--- src/rtl/sevenseg_pkg.sv ---
// Shared constants for the seven-segment scan driver: segment table, blank code, widths.
// SEVENSEG_LZB_EN (optional) selects leading-zero blanking in sevenseg_scan_driver.
package sevenseg_pkg;

  localparam int DEF_N_DIGITS     = 8;
  localparam int DEF_DIGIT_PERIOD = 100000;
  localparam int DEF_BLANK_CYCLES = 16;

  // Active-low {g,f,e,d,c,b,a}; entry 15 first so SEG_LUT[n] is the code for hex n.
  localparam logic [15:0][6:0] SEG_LUT = {
    7'h0E, 7'h06, 7'h21, 7'h46, 7'h03, 7'h08, 7'h10, 7'h00,
    7'h78, 7'h02, 7'h12, 7'h19, 7'h30, 7'h24, 7'h79, 7'h40
  };

  localparam logic [6:0] SEG_BLANK = 7'h7F;

  // Counter width for n states; a single-state counter still needs one bit.
  function automatic int width_of(input int n);
    return (n > 1) ? $clog2(n) : 1;
  endfunction

  localparam int CNT_W_DEF = width_of(DEF_DIGIT_PERIOD);
  localparam int DIG_W_DEF = width_of(DEF_N_DIGITS);

endpackage

--- src/rtl/sevenseg_hex_decode.sv ---
// Combinational hex-nibble to active-low seven-segment decoder.
module sevenseg_hex_decode
  import sevenseg_pkg::*;
(
  input  logic [3:0] nibble,
  output logic [6:0] seg
);

  always_comb begin
    seg = SEG_LUT[nibble];
  end

endmodule

--- src/rtl/sevenseg_scan_driver.sv ---
// Time-multiplexed N-digit common-anode hex display driver with per-frame input latch.
// Define SEVENSEG_LZB_EN to blank digits above the most significant nonzero nibble.
module sevenseg_scan_driver
  import sevenseg_pkg::*;
#(
  parameter int N_DIGITS     = DEF_N_DIGITS,
  parameter int DIGIT_PERIOD = DEF_DIGIT_PERIOD,
  parameter int BLANK_CYCLES = DEF_BLANK_CYCLES
) (
  input  logic                    CLK,
  input  logic                    RESET,
  input  logic [4*N_DIGITS-1:0]   HEX_IN,
  input  logic [N_DIGITS-1:0]     DP_IN,
  input  logic                    DISP_EN,
  output logic [N_DIGITS-1:0]     ANODE,
  output logic [6:0]              CATHODE,
  output logic                    DP,
  output logic                    FRAME_DONE
);

  localparam int CNT_W = width_of(DIGIT_PERIOD);
  localparam int DIG_W = width_of(N_DIGITS);

  localparam logic [CNT_W-1:0]    CNT_LAST  = CNT_W'(DIGIT_PERIOD - 1);
  localparam logic [CNT_W-1:0]    BLANK_END = CNT_W'(BLANK_CYCLES);
  localparam logic [DIG_W-1:0]    DIG_LAST  = DIG_W'(N_DIGITS - 1);
  localparam logic [N_DIGITS-1:0] ONE_HOT0  = N_DIGITS'(1);

  logic [CNT_W-1:0]      cnt;
  logic [DIG_W-1:0]      dig;
  logic [4*N_DIGITS-1:0] shadow_hex;
  logic [N_DIGITS-1:0]   shadow_dp;

  logic       slot_end;
  logic       frame_end;
  logic       drive;
  logic [3:0] nibble;
  logic       dp_bit;
  logic [6:0] seg;
  logic       lz_blank;

  assign slot_end  = (cnt == CNT_LAST);
  assign frame_end = slot_end && (dig == DIG_LAST);
  assign drive     = (cnt >= BLANK_END) && DISP_EN;

  always_ff @(posedge CLK or posedge RESET) begin
    if (RESET) begin
      cnt <= '0;
      dig <= '0;
    end else if (slot_end) begin
      cnt <= '0;
      dig <= (dig == DIG_LAST) ? '0 : dig + DIG_W'(1);
    end else begin
      cnt <= cnt + CNT_W'(1);
    end
  end

  // Shadow copy is taken only on the last cycle of the last slot so a frame never tears.
  always_ff @(posedge CLK or posedge RESET) begin
    if (RESET) begin
      shadow_hex <= '0;
      shadow_dp  <= '0;
      FRAME_DONE <= 1'b0;
    end else begin
      FRAME_DONE <= frame_end;
      if (frame_end) begin
        shadow_hex <= HEX_IN;
        shadow_dp  <= DP_IN;
      end
    end
  end

  always_comb begin
    nibble = 4'h0;
    dp_bit = 1'b0;
    for (int i = 0; i < N_DIGITS; i++) begin
      if (dig == DIG_W'(i)) begin
        nibble = shadow_hex[4*i +: 4];
        dp_bit = shadow_dp[i];
      end
    end
  end

`ifdef SEVENSEG_LZB_EN
  logic [DIG_W-1:0] msd;

  // Highest nonzero nibble; stays 0 for an all-zero value so digit 0 is always shown.
  always_comb begin
    msd = '0;
    for (int i = 0; i < N_DIGITS; i++) begin
      if (shadow_hex[4*i +: 4] != 4'h0) begin
        msd = DIG_W'(i);
      end
    end
    lz_blank = (dig > msd);
  end
`else
  assign lz_blank = 1'b0;
`endif

  sevenseg_hex_decode u_decode (
    .nibble (nibble),
    .seg    (seg)
  );

  // Outputs lag the counter by one cycle; the blank phase guards every digit change.
  always_ff @(posedge CLK or posedge RESET) begin
    if (RESET) begin
      ANODE   <= '1;
      CATHODE <= SEG_BLANK;
      DP      <= 1'b1;
    end else if (drive) begin
      ANODE   <= ~(ONE_HOT0 << dig);
      CATHODE <= lz_blank ? SEG_BLANK : seg;
      DP      <= ~dp_bit;
    end else begin
      ANODE   <= '1;
      CATHODE <= SEG_BLANK;
      DP      <= 1'b1;
    end
  end

endmodule

--- config.mk ---
export PLATFORM = sky130hd
export DESIGN_NAME = sevenseg_scan_driver
export DESIGN_NICKNAME = d
export VERILOG_FILES = /design/src/rtl/sevenseg_pkg.sv /design/src/rtl/sevenseg_hex_decode.sv /design/src/rtl/sevenseg_scan_driver.sv
export SDC_FILE = /design/constraint.sdc
export NUM_CORES = 1
export LEC_CHECK = 0
export BUFFER_PORTS_ARGS = -buffer_cell sky130_fd_sc_hd__buf_4
export CORE_ASPECT_RATIO = 0.9
export CORE_MARGIN = 2
export CORE_UTILIZATION = 40
export DETAILED_ROUTE_END_ITERATION = 10
export GPL_TIMING_DRIVEN = 1
export PLACE_DENSITY = 0.69
export SYNTH_ARGS = -nofsm -noshare
export SYNTH_HDL_FRONTEND = slang
export SYNTH_SLANG_ARGS = --single-unit
--- constraint.sdc ---
create_clock -name CLK -period 2.8 [get_ports CLK]
set_input_delay 0.42 -clock CLK [delete_from_list [all_inputs] [get_ports CLK]]
set_output_delay 0.42 -clock CLK [all_outputs]
set_load 0.02 [all_outputs]
==> run_results.csv <==
group,metric,value,unit
outcome,status,"completed",
sta,finalSetupViolCount,0,
yosys,synth_area_leader_cell,"dfrtp_1",
floorplan,core,0.00913,mm2
setup_path,cp_max_fo,4,
floorplan,die_h,96.0,um
yosys,synthMuxAreaShare,0.0952,
power,p_clk_frac,0.415,
power,intPower,1.80,mW
place,place_congestion,0.870,
route,num_vias,2851,
flow_run,maxCapViolations,0,
setup_path,start_kind,"register",
finish,regArea,0.00195,mm2
sta,finalMaxSlewViolations,0,
yosys,ys_top_cells_by_count,"dfrtp_1, nand2_1, mux2_2",
sta,post-route-period-util,0.945,
cts,cts_tree,"built",
finish,drive_gt1_frac,0.372,
global_routing,track_usage,0.175,
global_routing,grt_pass1_vias,2794,
hold_path,min_path_type,"in2async",
setup_path,path_common_cell,"ha_1",
power,p_leak,2.08,nW
yosys,synthTopCellsByArea,"dfrtp_1, dfstp_2, mux2_2",
cts,h-tree-depth,3,
cts,cts_made_buffers,9,
setup_path,path_class,"reg2reg",
power,peakVddDrop,192,uV
power,p_switching,0.509,mW
global_routing,antenna_found_initial,0,
route,finalWirelength,8360,um
sta,layout_setup_ws,0.153,ns
setup_path,cp-end-kind,"register",
global_routing,grt_max_degree,51,
route,post_drt_via_cell_ratio,5.24,
finish,multi_input_area,0.00167,mm2
power,seqPwrFrac,0.505,
sta,max_slew.worst_pin.slew,0.607,ns
cts,cts.sinks,77,
power,combPwrFrac,0.080,
finish,finalNonFillerCells,544,
setup_path,critPathRequiredTime,3.08,ns
finish,fin_util,0.514,
yosys,synth_nets,403,
setup_path,arrival,2.93,ns
global_routing,grt_pass1_wl,13700,um
yosys,syn_area,0.00376,mm2
cts,clkLatencyLatePin,0.36,ns
place,placedCellCount,522,
yosys,avgSynthCellArea,10.9,um2
sta,skew,0.00612,ns
yosys,synth-seq-area-share,0.518,
setup_path,r2r-start,"dig[0]$_DFFE_PP0N_",
finish,syn2layout_area_growth,24.6,%
route,drt_iter0_markers,165,
yosys,syn_inst,346,
route,post_drt_wl_per_cell,15.4,um
global_routing,grt_overflow,0,
yosys,synth_top_family_by_area,"simple AND/OR/NAND/NOR gates",
floorplan,die-area,0.0102,mm2
cts,cts_root_buffer,"clkbuf_8",
setup_path,r2r_end,"CATHODE[3]$_DFF_PP1_",
yosys,yosys.cell_count.top_type,"dfrtp_1",
finish,num_antenna_cells,0,
yosys,synth_cell_types,52,
yosys,synth_xor_area_frac,0.0280,
setup_path,cp_cell_sequence,"ha_1 -> ha_1 -> or2_4 -> a221oi_2 -> o22ai_1 -> a221oi_2 -> inv_1 -> ha_1 -> o2111a_1 -> a41oi_2",
setup_path,ff2ff_setup_slack,0.15,ns
route,drc,0,
yosys,yosysTopAreaCellShare,0.406,
sta,fmax,378,MHz
finish,nFillCells,811,
cts,cts.path.max_buffers,2,
sta,hold_viol,0,
sta,post-route-min-period,2.65,ns
sta,max_slew_margin,0.595,
yosys,async_reset_ff_frac,1.00,
floorplan,start_util,0.412,
floorplan,die_x,106,um
floorplan,row_count,33,
cts,cts-hold-fix-buffers,0,
yosys,ys_ff_latch,77,
cts,cts.clk_slew.worst_paths,0.08,ns
place,io_buffers,59,
finish,nNetsFinal,474,
floorplan,ioPinCount,60,
place,post-place-ws,0.106,ns
yosys,synth-simple-area-share,0.134,
power,power,2.31,mW
power,sw_frac_of_total,0.221,
route,drtPass1Iterations,4,
setup_path,critPathSlowestCell,"dfrtp_1",
route,ant_nets,0,
yosys,ys.flop_type,"dfrtp_1",
sta,setup_tns,0,ns
power,power.density,493,mW/mm2
place,dp_hpwl,6040,um
yosys,synthAdderAreaFrac,0.0466,
setup_path,reg2regPathDepth,10,
setup_path,max_stage_delay,0.40,ns
yosys,synth-compound-area-share,0.131,
yosys,synth_edf_count,0,
yosys,yosysWarnings,0,
kinds of logic after synthesis:
family / count (synthesis)
AND/OR/NAND/NOR: 101
flip-flops: 77
AO/OA/AOI/OAI: 69
buffers and inverters: 41
multiplexers: 32
adder cells (fa/ha/maj): 14
XOR/XNOR: 12
cells in the final DEF, fill, tap and decap left out, drive strengths merged, types with 14 or more instances in the layout:
master and n:
inv 24, nand2 33, buf 78, mux2 30
nor2 15, o21ai 19, nand3 26, ha 14
a21oi 21, dfstp 16, dfrtp 61
sequential cells by signal, indices dropped and copies added, names as in the netlist:
| name | cells |
|---|---|
| dig | 3 |
| DP | 1 |
| cnt | 17 |
| CATHODE | 7 |
| shadow_dp | 8 |
| shadow_hex | 32 |
| ANODE | 8 |
| FRAME_DONE | 1 |
critical path: cells and delay by family (launching register included):
family	cells	cell delay, ns
AOI/OAI and AO/OA	5	1.02
DFF	1	0.40
buffers and inverters	1	0.13
and+or+nand+nor	1	0.26
adders and majority gates	3	0.77
metrics by stage:
stage	hold WS [ns]	cell area (um2)
global route	0.195	4690
CTS	0.149	4600
global placement	0.457	4370
detailed placement	0.478	4370
floorplan	0.435	3770
finish	0.143	4690
worst max path at each step:
stage                       start                   end  slack (ns)  depth (start not counted)
4_1_cts        dig[1]$_DFFE_PP0N_  CATHODE[3]$_DFF_PP1_        0.04                         11
2_1_floorplan  dig[2]$_DFFE_PP0N_  CATHODE[3]$_DFF_PP1_        0.03                         12
5_1_grt        dig[0]$_DFFE_PP0N_  CATHODE[3]$_DFF_PP1_       -0.03                         10
6_report       dig[0]$_DFFE_PP0N_  CATHODE[3]$_DFF_PP1_        0.15                         10
3_5_place_dp   dig[0]$_DFFE_PP0N_  CATHODE[6]$_DFF_PP1_        0.11                         11
3_3_place_gp   dig[0]$_DFFE_PP0N_  CATHODE[5]$_DFF_PP1_        0.21                         11
layer usage:
metal / global-route usage / wire length, um
met4: 0.0779 / 171
met5: 0 / 0
met1: 0.231 / 3920
met2: 0.274 / 3750
met3: 0.0460 / 520
cell type report:
class                           instances  share of cell area
Sequential cell                        77               0.415
Multi-Input combinational cell        228               0.356
Timing Repair Buffer                   78               0.128
Tap cell                              122              0.0326
Clock buffer                           11              0.0323
Inverter                               23              0.0184
Clock inverter                          5              0.0174
timing repair:
action	in CTS	in global routing
endpoints found under the setup margin	0	4
resized for setup	0	8
buffers inserted	0	6
power by group through the flow:
stage	combinational (mW)	sequential [mW]	clock, mW
finish	0.184	1.17	0.958
global route	0.202	1.17	1.02
CTS	0.178	1.17	0.986
detailed placement	0.178	1.19	0
global placement	0.175	1.19	0
floorplan	0.0786	1.19	0
(Power assumes the default switching activity.)
